===== src/rtl/class_scheduler_if.sv =====
// FIFO-side and egress-side signals of the class scheduler.
// master = environment (FIFOs + downstream), slave = scheduler.
interface class_scheduler_if #(
  parameter int DATA_W = 12
);
  logic              enable;
  logic              out_pause;
  logic [3:0]        fifo_empty;
  logic [DATA_W-1:0] fifo_data0;
  logic [DATA_W-1:0] fifo_data1;
  logic [DATA_W-1:0] fifo_data2;
  logic [DATA_W-1:0] fifo_data3;
  logic [3:0]        fifo_pop;
  logic [DATA_W-1:0] data_out;
  logic [1:0]        class_out;
  logic              valid_out;

  modport master (
    output enable, out_pause, fifo_empty,
    output fifo_data0, fifo_data1, fifo_data2, fifo_data3,
    input  fifo_pop, data_out, class_out, valid_out
  );

  modport slave (
    input  enable, out_pause, fifo_empty,
    input  fifo_data0, fifo_data1, fifo_data2, fifo_data3,
    output fifo_pop, data_out, class_out, valid_out
  );
endinterface


===== src/rtl/class_scheduler.sv =====
// Weighted round-robin drain of four class FIFOs onto one egress channel,
// with per-class burst weights, backpressure and a tagged output register.
module class_scheduler #(
  parameter int DATA_W = 12,
  parameter int W0     = 4,
  parameter int W1     = 2,
  parameter int W2     = 1,
  parameter int W3     = 1
) (
  input logic             clk,
  input logic             reset,
  class_scheduler_if.slave bus
);

  if (W0 < 1 || W0 > 15 || W1 < 1 || W1 > 15 ||
      W2 < 1 || W2 > 15 || W3 < 1 || W3 > 15) begin : g_bad_weight
    $error("class_scheduler: every class weight must lie in 1..15");
  end

  typedef enum logic {IDLE, SERVE} state_t;

  state_t      st, st_n;
  logic [1:0]  cur, cur_n;
  logic [1:0]  ptr, ptr_n;
  logic [3:0]  cnt, cnt_n;
  logic        go;
  logic [3:0]  pop_oh;
  logic [1:0]  pop_idx;
  logic [2:0]  srch_ptr;
  logic [2:0]  srch_nxt;

  logic              vld_p1;
  logic [1:0]        cls_p1;
  logic [DATA_W-1:0] sel_data;
  logic              vld_p2;
  logic [1:0]        cls_p2;
  logic [DATA_W-1:0] data_p2;

  function automatic logic [3:0] weight_of(input logic [1:0] c);
    logic [3:0] w;
    case (c)
      2'd0:    w = 4'(W0);
      2'd1:    w = 4'(W1);
      2'd2:    w = 4'(W2);
      default: w = 4'(W3);
    endcase
    return w;
  endfunction

  // {hit, class}: first non-empty class scanning start, start+1, ... mod 4
  function automatic logic [2:0] search(input logic [3:0] empty, input logic [1:0] start);
    logic [2:0] res;
    logic [1:0] c;
    res = 3'b000;
    for (int i = 3; i >= 0; i--) begin
      c = start + 2'(i);
      if (!empty[c]) res = {1'b1, c};
    end
    return res;
  endfunction

  assign go       = bus.enable & ~bus.out_pause & ~reset;
  assign srch_ptr = search(bus.fifo_empty, ptr);
  assign srch_nxt = search(bus.fifo_empty, cur + 2'd1);

  always_comb begin
    pop_oh  = 4'b0000;
    pop_idx = cur;
    st_n    = st;
    cur_n   = cur;
    cnt_n   = cnt;
    ptr_n   = ptr;
    if (go) begin
      case (st)
        IDLE: begin
          if (srch_ptr[2]) begin
            pop_idx = srch_ptr[1:0];
            pop_oh  = 4'b0001 << srch_ptr[1:0];
            cur_n   = srch_ptr[1:0];
            cnt_n   = 4'd1;
            st_n    = SERVE;
          end
        end
        SERVE: begin
          if (!bus.fifo_empty[cur] && (cnt < weight_of(cur))) begin
            pop_idx = cur;
            pop_oh  = 4'b0001 << cur;
            cnt_n   = cnt + 4'd1;
          end else if (srch_nxt[2]) begin
            // Hand the turn over in the same cycle so no bubble appears.
            pop_idx = srch_nxt[1:0];
            pop_oh  = 4'b0001 << srch_nxt[1:0];
            cur_n   = srch_nxt[1:0];
            cnt_n   = 4'd1;
            ptr_n   = srch_nxt[1:0] + 2'd1;
          end else begin
            ptr_n = cur + 2'd1;
            st_n  = IDLE;
          end
        end
        default: ;
      endcase
    end
  end

  assign bus.fifo_pop = pop_oh;

  always_ff @(posedge clk) begin
    if (reset) begin
      st  <= IDLE;
      cur <= 2'd0;
      cnt <= 4'd0;
      ptr <= 2'd0;
    end else begin
      st  <= st_n;
      cur <= cur_n;
      cnt <= cnt_n;
      ptr <= ptr_n;
    end
  end

  // p1: pop issued last cycle; FIFO read data is valid this cycle
  always_ff @(posedge clk) begin
    cls_p1 <= pop_idx;
  end

  always_ff @(posedge clk) begin
    if (reset) vld_p1 <= 1'b0;
    else       vld_p1 <= |pop_oh;
  end

  always_comb begin
    case (cls_p1)
      2'd0:    sel_data = bus.fifo_data0;
      2'd1:    sel_data = bus.fifo_data1;
      2'd2:    sel_data = bus.fifo_data2;
      default: sel_data = bus.fifo_data3;
    endcase
  end

  // p2: registered egress word and class tag
  always_ff @(posedge clk) begin
    if (reset) begin
      vld_p2  <= 1'b0;
      data_p2 <= '0;
      cls_p2  <= 2'd0;
    end else begin
      vld_p2 <= vld_p1;
      if (vld_p1) begin
        data_p2 <= sel_data;
        cls_p2  <= cls_p1;
      end
    end
  end

  assign bus.valid_out = vld_p2;
  assign bus.data_out  = data_p2;
  assign bus.class_out = cls_p2;

endmodule


===== src/flat_wrapper.sv =====
// flat-port wrapper written by rule: the top's interface ports become plain ports
module class_scheduler_flat 
#(
  parameter int DATA_W = 12,
  parameter int W0     = 4,
  parameter int W1     = 2,
  parameter int W2     = 1,
  parameter int W3     = 1
)
  (clk, reset, bus_enable, bus_out_pause, bus_fifo_empty, bus_fifo_data0, bus_fifo_data1, bus_fifo_data2, bus_fifo_data3, bus_fifo_pop, bus_data_out, bus_class_out, bus_valid_out);
  class_scheduler_if #(.DATA_W(DATA_W)) bus_i ();
  input logic clk;
  input logic reset;
  input wire logic [$bits(bus_i.enable)-1:0] bus_enable;
  input wire logic [$bits(bus_i.out_pause)-1:0] bus_out_pause;
  input wire logic [$bits(bus_i.fifo_empty)-1:0] bus_fifo_empty;
  input wire logic [$bits(bus_i.fifo_data0)-1:0] bus_fifo_data0;
  input wire logic [$bits(bus_i.fifo_data1)-1:0] bus_fifo_data1;
  input wire logic [$bits(bus_i.fifo_data2)-1:0] bus_fifo_data2;
  input wire logic [$bits(bus_i.fifo_data3)-1:0] bus_fifo_data3;
  output wire logic [$bits(bus_i.fifo_pop)-1:0] bus_fifo_pop;
  output wire logic [$bits(bus_i.data_out)-1:0] bus_data_out;
  output wire logic [$bits(bus_i.class_out)-1:0] bus_class_out;
  output wire logic [$bits(bus_i.valid_out)-1:0] bus_valid_out;
  assign bus_i.enable = bus_enable;
  assign bus_i.out_pause = bus_out_pause;
  assign bus_i.fifo_empty = bus_fifo_empty;
  assign bus_i.fifo_data0 = bus_fifo_data0;
  assign bus_i.fifo_data1 = bus_fifo_data1;
  assign bus_i.fifo_data2 = bus_fifo_data2;
  assign bus_i.fifo_data3 = bus_fifo_data3;
  assign bus_fifo_pop = bus_i.fifo_pop;
  assign bus_data_out = bus_i.data_out;
  assign bus_class_out = bus_i.class_out;
  assign bus_valid_out = bus_i.valid_out;
  class_scheduler #(.DATA_W(DATA_W), .W0(W0), .W1(W1), .W2(W2), .W3(W3)) u_core (.clk(clk), .reset(reset), .bus(bus_i));
endmodule

===== config.mk =====
export PLATFORM = sky130hd
export DESIGN_NAME = class_scheduler_flat
export DESIGN_NICKNAME = d
export VERILOG_FILES = /design/src/rtl/class_scheduler_if.sv /design/src/rtl/class_scheduler.sv /design/src/flat_wrapper.sv
export SDC_FILE = /design/constraint.sdc
export NUM_CORES = 1
export LEC_CHECK = 0
export CORE_MARGIN = 3
export CORE_UTILIZATION = 44
export CTS_CLUSTER_SIZE = 10
export DETAILED_ROUTE_END_ITERATION = 6
export GPL_ROUTABILITY_DRIVEN = 1
export PLACE_DENSITY = 0.85
export SKIP_LAST_GASP = 1
export SYNTH_ARGS = -nofsm -noshare
export SYNTH_HDL_FRONTEND = slang
export SYNTH_SLANG_ARGS = --single-unit

===== constraint.sdc =====
create_clock -name clk -period 3.85 [get_ports clk]
set_input_delay 0.9625 -clock clk [delete_from_list [all_inputs] [get_ports clk]]
set_output_delay 0.9625 -clock clk [all_outputs]
set_load 0.005 [all_outputs]

Yosys cells after proc, flatten, opt, wreduce, memory -nomap -nowiden
Index checks and enable logic that the tools add are counted.
{ "word_totals": {"register_bits": 27, "in_bits": 56, "output_inout_bits": 19} }
{ "classes": {"mux": 49, "eq_ne": 5, "bitwise": 6, "magnitude_cmp": 10, "n_shift": 3, "add_sub_neg": 9, "reduce_logical": 7} }
{ "ops": {"columns": ["op", "n"], "rows": [
  ["$mux 4", 9],
  ["$pmux 12 s3", 1],
  ["$lt 2x3->1 const B", 9],
  ["$mux 3", 8],
  ["$bmux 1 s2", 9],
  ["$pmux 4 s2", 2],
  ["$mux 1", 12],
  ["$shl 1x2->4 const A", 3],
  ["$mux 2", 5],
  ["$add 2x1->2 const B", 4],
  ["$add 2x2->2 const B", 4],
  ["$pmux 3 s2", 1],
  ["$reduce_and 3->1", 2],
  ["$add 4x1->4 const B", 1],
  ["$eq 2x1->1 const B", 2],
  ["$logic_not 2->1", 2],
  ["$lt 4x4->1", 1],
  ["$not 1->1", 4],
  ["$pmux 2 s2", 1],
  ["$reduce_or 4->1", 1],
  ["$ne 3x3->1 const B", 1],
  ["$and 1x1->1", 2],
  ["$eq 2x2->1 const B", 1],
  ["$ne 2x1->1 const B", 1],
  ["other kinds (3)", 3]
]} }

Longest topological paths before layout
Gate-level depths: netlist (run 1).
{ "logic_depth": {"ltp_word": 14, "mapped_depth": 12} }

Worst setup path after synthesis (run 1)
OpenSTA, ideal clock, no wires.
{ "synth_path": {"path_type": "reg2out", "from": "register u_core.cur[0]", "to": "output bus_fifo_pop[3]", "required_ns": 2.888, "path_slack_ns": 0.462, "stages_incl_launch_ff": 10, "path_buffers": 2, "arrival_ns": 2.425, "cell_sequence": "dfxtp_1 -> clkbuf_1 -> inv_1 -> ha_1 -> buf_2 -> nor2b_1 -> o21ai_0 -> o211ai_1 -> or4b_2 -> nand3_2"} }
{ "synth_via": {"elab_chain_len": 13} }
{ "synth_lines": {"columns": ["element", "line_no", "source"], "rows": [
  ["start: declaration", "class_scheduler.sv:23", "logic [1:0] cur, cur_n;"],
  ["start signal: assignment", "class_scheduler.sv:116", "cur <= cur_n;"],
  ["$add 2x1->2", "class_scheduler.sv:64", "assign srch_nxt = search(bus.fifo_empty, cur + 2'd1);"],
  ["$add 2x2->2", "class_scheduler.sv:56", "c = start + 2'(i);"],
  ["$bmux 1 s2", "class_scheduler.sv:57", "if (!empty[c]) res = {1'b1, c};"],
  ["$mux 1 (not written as such)", "class_scheduler.sv:57", null],
  ["$mux 3 (4 in a row)", "class_scheduler.sv:57", null],
  ["$shl 1x2->4", "class_scheduler.sv:92", "pop_oh = 4'b0001 << srch_nxt[1:0];"],
  ["$mux 4", "class_scheduler.sv:89", "end else if (srch_nxt[2]) begin"],
  ["$mux 4 *", "class_scheduler.sv:85", "if (!bus.fifo_empty[cur] && (cnt < weight_of(cur))) begin"],
  ["$pmux 4 s2 *", "class_scheduler.sv:74", "case (st)"],
  ["$mux 4 *", "class_scheduler.sv:73", "if (go) begin"],
  ["end: declaration", "flat_wrapper.sv:21", "output wire logic [$bits(bus_i.fifo_pop)-1:0] bus_fifo_pop;"]
]} }
Mark *: on every way between the ends. The rest lies on a longest branch, timed or not. The select of a mux whose other input is x is not followed.

Final worst setup path (run 1)
{ "layout_path": {"from": "input bus_fifo_empty[1]", "to": "output bus_fifo_pop[0]"} }
{ "layout_via": {"elab_chain_len": 11} }
{ "layout_lines": {"columns": ["element", "line_no", "source"], "rows": [
  ["start: declaration", "flat_wrapper.sv:16", "input wire logic [$bits(bus_i.fifo_empty)-1:0] bus_fifo_empty;"],
  ["$bmux 1 s2", "class_scheduler.sv:57", null],
  ["$mux 1 (not written as such)", "class_scheduler.sv:57", null],
  ["$mux 3 (4 in a row)", "class_scheduler.sv:57", null],
  ["$shl 1x2->4", "class_scheduler.sv:92", null],
  ["$mux 4", "class_scheduler.sv:89", null],
  ["$mux 4", "class_scheduler.sv:85", null],
  ["$pmux 4 s2 *", "class_scheduler.sv:74", null],
  ["$mux 4 *", "class_scheduler.sv:73", null]
]} }
Marked as above.

==> flow_summary.toml, run 1 <==
[clock_network]
clock_tree_from_tritoncts = "built"
numCtsBuffers = 3
cts_max_path_buffers = 2
cts.root.buffer_cell = "sky130_fd_sc_hd__clkbuf_8"
cts.htree.levels = 1
worstSkewPairLatency_ps = 260
path_clk_slew_ps = 90
ctsHoldBuffers = 0
cts.sink_count = 27

[detailed_routing]
via_count = 1902
drt_pass1_iterations = 4
wl_per_instance_um = 16.9
post-route-drc-count = 0
drt-initial-drc-count = 73
vias_per_std_cell = 5.64
postRouteAntennaNets = 0
routed_wirelength_mm = 5.69

[critical_path]
worst_path_max_delay_cell = "sky130_fd_sc_hd__mux4_2"
critical_path.startpoint = "bus_fifo_empty[1]"
critical-path-max-stage-delay_ps = 500
crit_type = "in -> out"
critical_path.reg2reg.endpoint = "u_core.vld_p1$_SDFF_PP0_"
regToRegStartpoint = "u_core.cur[1]$_SDFF_PP0_"
critical_path_arrival_ps = 2690
reg2reg_setup_slack_ps = 940
worstPathMaxFanout = 3
worst_setup_path_start_kind = "primary input"
worstPathRequired_ps = 2890
worstRegToRegCells = 12
critical_path.endpoint_type = "primary output"
critPathCapture = "bus_fifo_pop[0]"
worst-path-stages = 8
cp_num_buf_inv = 3
crit_chain = "dlygate4sd2_1 -> mux4_2 -> a2111oi_4 -> buf_4 -> a211oi_1 -> a21oi_1 -> o21ai_1 -> clkbuf_2"
critical_path.top_delay_family = "compound AO/OA/AOI/OAI gates"

[pwr]
sequentialPowerShare_pct = 45.5
p_sw_share_pct = 26.3
power_frac_comb_pct = 31.9
power_per_cell_area_mw_per_mm2 = 241
total_leakage_power_nw = 1.07
ir_worst_vdd_uv = 183
switching_power_w = 0.000180
intPower_w = 0.000505
total_power_w = 0.000685
clock_power_share_pct = 22.5

[synth]
synth_xor_xnor_area_share_pct = 0
yosysWarnings = 0
synth_edf_count = 0
ys_top_cells_by_area = "sky130_fd_sc_hd__dfxtp_1 28%, sky130_fd_sc_hd__mux4_2 15%, sky130_fd_sc_hd__mux2i_1 8.9%, sky130_fd_sc_hd__ha_1 4.6%, sky130_fd_sc_hd__nor2_1 4.3%"
post_synth_instance_area_mm2 = 0.00190
dominantRegCellSynth = "sky130_fd_sc_hd__dfxtp_1"
synth.yosys.seq_area_share_pct = 28.4
synthCells = 202
post_synth.cell_area_avg_um2 = 9.43
synth-compound-area-share_pct = 20.4
post_synth_mux_area_share_pct = 24.3
synth_top_family_by_area = "multiplexers"
synth_top_area_share_pct = 28.4
synth_top_area_cell = "sky130_fd_sc_hd__dfxtp_1"
synth_simple_gate_area_share_pct = 17.3
synth_adder_area_share_pct = 4.60
ys_types = 50
synth-async-reset-ratio_pct = 0
yosys_register_bits = 27
synth_fp_nets = 265

[job]
max_cap_viols = 0

[sta]
relSlewSlack_pct = 42.8
max_freq_mhz = 274
slew_violations = 0
hold_viol_final = 0
worst_max_slew_pin_slew_ps = 857
timing.final.setup_violations = 0
min_period_over_period_pct = 94.9
timing.clock.skew_ps = 2.47
hold_slack_ps = 492
final.min_clock_period_ps = 3650
rsz0062_at_grt = "false"

[final_layout]
finish.net_count = 351
fill_cells = 339
antenna_cells_inserted = 0
layout_cells_sized_above_1_pct = 18.1
area_growth_from_synthesis_to_final_layout_pct = 49.2
final_cell_count_no_fill = 337
final_design_area_no_fill_mm2 = 0.00284
utilization_pct = 69.5

[floorplanning]
num_io_pins = 75
floorplan.initialDensity_pct = 46.6
rows = 23
fp.coreArea_mm2 = 0.00409
die-width_um = 71.8
die-area_mm2 = 0.00515
die_y_um = 71.8

[global_routing]
grt_pass1_wl_mm = 9.07
via_count_of_the_first_global_routing_pass = 1912
grt_start_max_net_pins = 27
track_usage_pct = 21.9
initial_antenna_violation_count = 0
grt-ovfl-total = 0

[placement]
finalWeightedCongestion = 0.920
detailed_place.area_mm2 = 0.00279
placed_cells = 331
port_buffers = 74
detailedPlacementHpwl_mm = 4.51

[min_path]
timing.hold.worst.class = "reg -> reg"

[status]
run_status = "completed"
==> routing by layer <==
metal / GRT usage (%) / routed length, um / vias to the layer above
li1: - / - / 932
met1: 27.8 / 2380 / 917
met2: 39.1 / 3040 / 45
met3: 3.23 / 170 / 8
met4: 4.80 / 93 / 0
met5: 0 / 0 / -
==> worst min-delay path by stage <==
stage | start | end | cells after the start
after floorplan | u_core.cnt[2]$_SDFFE_PP0P_ | u_core.cnt[2]$_SDFFE_PP0P_ | 2
after global placement | u_core.bus.data_out[8]$_SDFFE_PP0P_ | u_core.bus.data_out[8]$_SDFFE_PP0P_ | 2
after detailed placement | u_core.bus.class_out[1]$_SDFFE_PP0P_ | u_core.bus.class_out[1]$_SDFFE_PP0P_ | 2
after CTS | u_core.cnt[2]$_SDFFE_PP0P_ | u_core.cnt[2]$_SDFFE_PP0P_ | 2
after global routing | u_core.cnt[2]$_SDFFE_PP0P_ | u_core.cnt[2]$_SDFFE_PP0P_ | 2
final | u_core.cnt[2]$_SDFFE_PP0P_ | u_core.cnt[2]$_SDFFE_PP0P_ | 2
==> worst reg2reg max path, cell delays in order, from the launching register on <==
cell	delay (ps)
sky130_fd_sc_hd__dfxtp_1	320
sky130_fd_sc_hd__inv_1	80
sky130_fd_sc_hd__ha_1	220
sky130_fd_sc_hd__inv_1	60
sky130_fd_sc_hd__ha_1	210
sky130_fd_sc_hd__or4_4	450
sky130_fd_sc_hd__a2111oi_4	360
sky130_fd_sc_hd__buf_4	180
sky130_fd_sc_hd__buf_6	100
sky130_fd_sc_hd__nor3_2	40
sky130_fd_sc_hd__a21oi_2	110
sky130_fd_sc_hd__o21ai_2	80
sky130_fd_sc_hd__or4_1	560
==> synth_stat cells (all sizes together) (2+ instances only) <==
master and instances:
clkbuf 9, nand2b 2, o21a 3, a211oi 8, or2 2, nand2 11, mux4 13, nand4 3
a21oi 10, nor2 23, o211ai 2, or4 2, a21o 2, nor2b 6, nand3 4, dfxtp 27
nor3 3, mux2i 17, o21ai 13, nor3b 3, inv 7, o211a 2, a2111oi 3, ha 7
buf 6
==> cell type report <==
| class | instances | area (um^2) | share of cell area (%) |
|---|---|---|---|
| Inverter | 7 | 26.3 | 0.925 |
| Multi-Input combinational cell | 153 | 1270 | 44.7 |
| Tap cell | 50 | 62.6 | 2.20 |
| Sequential cell | 27 | 541 | 19.0 |
| Clock buffer | 4 | 45.0 | 1.59 |
| Timing Repair Buffer | 96 | 896 | 31.5 |
==> layout by cell type, fill, tap and decap left out, drive strengths merged, types with 3 or more instances in the layout <==
master	count
nand3	4
inv	7
a211oi	8
nor3	3
nor2	23
buf	23
ha	7
a21oi	10
nand4	3
o21ai	13
mux4	13
nor3b	3
dfxtp	27
nor2b	6
mux2i	17
clkdlybuf4s50	66
nand2	11
a2111oi	3
o21a	3
clkbuf	7
==> through the flow <==
stage	TNS, ps	worst slack, ps
floorplan	0	462
global placement	-1240	-326
detailed placement	-1350	-375
CTS	-211	-211
global route	0	133
finish	0	196
==> power by group through the flow <==
| stage | clock network (W) | registers, W | logic (W) |
|---|---|---|---|
| after floorplan | 0 | 0.000307 | 0.000112 |
| after global placement | 0 | 0.000318 | 0.000209 |
| after detailed placement | 0 | 0.000318 | 0.000214 |
| after CTS | 0.000157 | 0.000312 | 0.000215 |
| after global routing | 0.000168 | 0.000315 | 0.000234 |
| final | 0.000154 | 0.000312 | 0.000219 |
==> flip-flops by register name (all words and copies together) (netlist names) <==
| signal | count |
|---|---|
| u_core.bus.data_out | 12 |
| u_core.cnt | 4 |
| u_core.bus.class_out | 2 |
| u_core.cls_p1 | 2 |
| u_core.cur | 2 |
| u_core.ptr | 2 |
| u_core.bus.valid_out | 1 |
| u_core.st | 1 |
| u_core.vld_p1 | 1 |
==> logic make-up (layout without fill, tap and decap cells) <==
family                     count (synthesis)  after routing
AOI/OAI and AO/OA                         53             53
adders and majority gates                  7              7
buffers and inverters                     22            107
DFF                                       27             27
muxes                                     30             30
and+or+nand+nor                           63             63
==> repair_timing <==
action,in CTS,in global routing
pin swaps,2,4
setup endpoints to repair,4,4
setup buffers,1,2
cloned,0,0
gates resized for setup,9,10
No activity file was read; power rests on OpenSTA's default activity.
==> run 2, diff against run 1 <==
--- a/config.mk
+++ b/config.mk
@@ -11,6 +11,7 @@
 export DETAILED_ROUTE_END_ITERATION = 6
 export GPL_ROUTABILITY_DRIVEN = 1
 export PLACE_DENSITY = 0.85
+export REMOVE_ABC_BUFFERS = 1
 export SKIP_LAST_GASP = 1
 export SYNTH_ARGS = -nofsm -noshare
 export SYNTH_HDL_FRONTEND = slang
==> flow_summary.toml, run 2 (same netlist as run 1, synthesis figures left out) <==
[status]
run_status = "completed"

[floorplanning]
die_y_um = 71.8
num_io_pins = 75
die-area_mm2 = 0.00515
floorplan.initialDensity_pct = 46.6
fp.coreArea_mm2 = 0.00409
rows = 23
die-width_um = 71.8

[pwr]
total_leakage_power_nw = 1.10
sequentialPowerShare_pct = 44.8
power_per_cell_area_mw_per_mm2 = 243
ir_worst_vdd_uv = 188
intPower_w = 0.000510
clock_power_share_pct = 23.6
switching_power_w = 0.000193
power_frac_comb_pct = 31.6
p_sw_share_pct = 27.4

[final_layout]
utilization_pct = 70.9
largest_register_ff_count = 12
final_common_cell = "sky130_fd_sc_hd__clkdlybuf4s50_1"
area_growth_from_synthesis_to_final_layout_pct = 52.0
layout_cells_sized_above_1_pct = 18.9
fill_cells = 297
multiInputGateArea_mm2 = 0.00127
commonest_cells_after_routing_fill_and_taps_aside = "66 x sky130_fd_sc_hd__clkdlybuf4s50_1, 27 x sky130_fd_sc_hd__dfxtp_1, 24 x sky130_fd_sc_hd__buf_4"
antenna_cells_inserted = 0
area.sequential_um2 = 541
finish.net_count = 355

[sta]
max_freq_mhz = 264
final.min_clock_period_ps = 3790
slew_violations = 0
timing.final.setup_violations = 0
postLayoutSetupSlackWorst_ps = 61.6
relSlewSlack_pct = 44.0
hold_viol_final = 0
timing.clock.skew_ps = 9.63
min_period_over_period_pct = 98.4
worst_max_slew_pin_slew_ps = 839
rsz0062_at_grt = "false"

[detailed_routing]
drt-initial-drc-count = 113
drt_pass1_iterations = 4
post-route-drc-count = 0
wl_per_instance_um = 17.2
vias_per_std_cell = 5.74
postRouteAntennaNets = 0
via_count = 1959
routed_wirelength_mm = 5.85

[critical_path]
critical-path-max-stage-delay_ps = 510
critical_path_arrival_ps = 2830
worst_path_max_delay_cell = "sky130_fd_sc_hd__mux4_2"
critical_path.endpoint_type = "primary output"
cp_num_buf_inv = 4
crit_chain = "dlygate4sd2_1 -> mux4_2 -> a2111oi_4 -> buf_4 -> buf_6 -> nor3_2 -> a21oi_2 -> o21ai_2 -> clkdlybuf4s15_1"
worstPathMaxFanout = 4
worst_setup_path_start_kind = "primary input"
crit_type = "in -> out"
worstPathRequired_ps = 2890
critical_path.top_delay_family = "buffers and inverters"

[clock_network]
clock_tree_from_tritoncts = "built"
cts.root.buffer_cell = "sky130_fd_sc_hd__clkbuf_8"
worstSkewPairLatency_ps = 280
ctsHoldBuffers = 0
cts.htree.levels = 1
cts_max_path_buffers = 2
cts.sink_count = 27
numCtsBuffers = 3
path_clk_slew_ps = 100

[global_routing]
via_count_of_the_first_global_routing_pass = 1869
initial_antenna_violation_count = 0
grt_pass1_wl_mm = 9.27
grt_start_max_net_pins = 27
track_usage_pct = 22.8
grt-ovfl-total = 0

[placement]
finalWeightedCongestion = 0.904
place_worst_setup_slack_ps = -431
detailedPlacementHpwl_mm = 4.59
port_buffers = 74

[min_path]
timing.hold.worst.class = "reg -> reg"

[job]
max_cap_viols = 0
-- run 2: cell types whose count changed in the layout (fill, tap and decap cells not counted), sizes merged --
cell	previous run	this run
clkbuf	7	3
buf	23	27
dlymetal6s2s	2	3
clkinvlp	0	1
clkdlybuf4s15	0	2
-- run 2: stage by stage --
step | hold slack (ps) | cell area [um^2] | total power, W | std cells | setup TNS [ps]
2_1_floorplan | 450 | 1830 | 0.000406 | 187 | 0
6_report | 505 | 2900 | 0.000703 | 341 | 0
4_1_cts | 502 | 2870 | 0.000703 | 340 | -93.8
5_1_grt | 527 | 2900 | 0.000733 | 341 | 0
3_5_place_dp | 480 | 2780 | 0.000531 | 330 | -1570
3_3_place_gp | 472 | 2780 | 0.000523 | 330 | -1380
-- run 2: power by group through the flow --
stage	clock (W)	combinational, W	sequential (W)
floorplan	0	0.0000886	0.000317
global placement	0	0.000203	0.000320
detailed placement	0	0.000210	0.000321
CTS	0.000170	0.000218	0.000315
global route	0.000177	0.000239	0.000318
finish	0.000166	0.000222	0.000315
-- run 2: layer usage --
metal	share of wire [%]	GRT usage [%]	routed length, um
met1	38	27.1	2230
met4	1.7	6.68	97
met5	0	0	0
met3	4.1	3.23	241
met2	56	42.0	3280
-- run 2: worst paths after layout --
| path | from | endpoint | slack (ps) | depth (start not counted) |
|---|---|---|---|---|
| worst min register to register | u_core.cnt[2]$_SDFFE_PP0P_ | u_core.cnt[2]$_SDFFE_PP0P_ | 500 | 2 |
| worst min-delay path | u_core.cnt[2]$_SDFFE_PP0P_ | u_core.cnt[2]$_SDFFE_PP0P_ | 500 | 2 |
| worst max-delay path | bus_fifo_empty[0] | bus_fifo_pop[2] | 60 | 9 |
| worst max register to register | u_core.cur[0]$_SDFF_PP0_ | u_core.vld_p1$_SDFF_PP0_ | 910 | 11 |
-- run 2: layout make-up --
class                      count  share of cell area, %
clock buffer                   3                   1.43
clock inverter                 1                  0.259
inverter                       7                  0.908
multi-input combinational    153                   44.0
sequential                    27                   18.7
tap                           50                   2.16
timing repair buffer         100                   32.6
-- run 2: worst register-to-register path, cell delays in order (launching register included) --
cell and delay [ps]:
sky130_fd_sc_hd__dfxtp_1 390, sky130_fd_sc_hd__ha_1 220, sky130_fd_sc_hd__inv_1 50, sky130_fd_sc_hd__ha_1 200
sky130_fd_sc_hd__or4_4 450, sky130_fd_sc_hd__a2111oi_4 400, sky130_fd_sc_hd__buf_4 200, sky130_fd_sc_hd__buf_6 100
sky130_fd_sc_hd__nor3_2 40, sky130_fd_sc_hd__a21oi_2 110, sky130_fd_sc_hd__o21ai_2 60, sky130_fd_sc_hd__or4_1 560
-- run 2: what timing repair did --
action                                  CTS  global route
resized for setup                        12             7
pin swaps                                 5             1
gates cloned                              0             0
setup buffers                             6             1
endpoints found under the setup margin    4             4
==> run 3, diff against run 2 <==
--- a/config.mk
+++ b/config.mk
@@ -5,6 +5,7 @@
 export SDC_FILE = /design/constraint.sdc
 export NUM_CORES = 1
 export LEC_CHECK = 0
+export CAP_MARGIN = 20
 export CORE_MARGIN = 3
 export CORE_UTILIZATION = 44
 export CTS_CLUSTER_SIZE = 10
==> results of run 3 <==
Same layout as run 2: the final DEF is identical, and so are final timing and power.
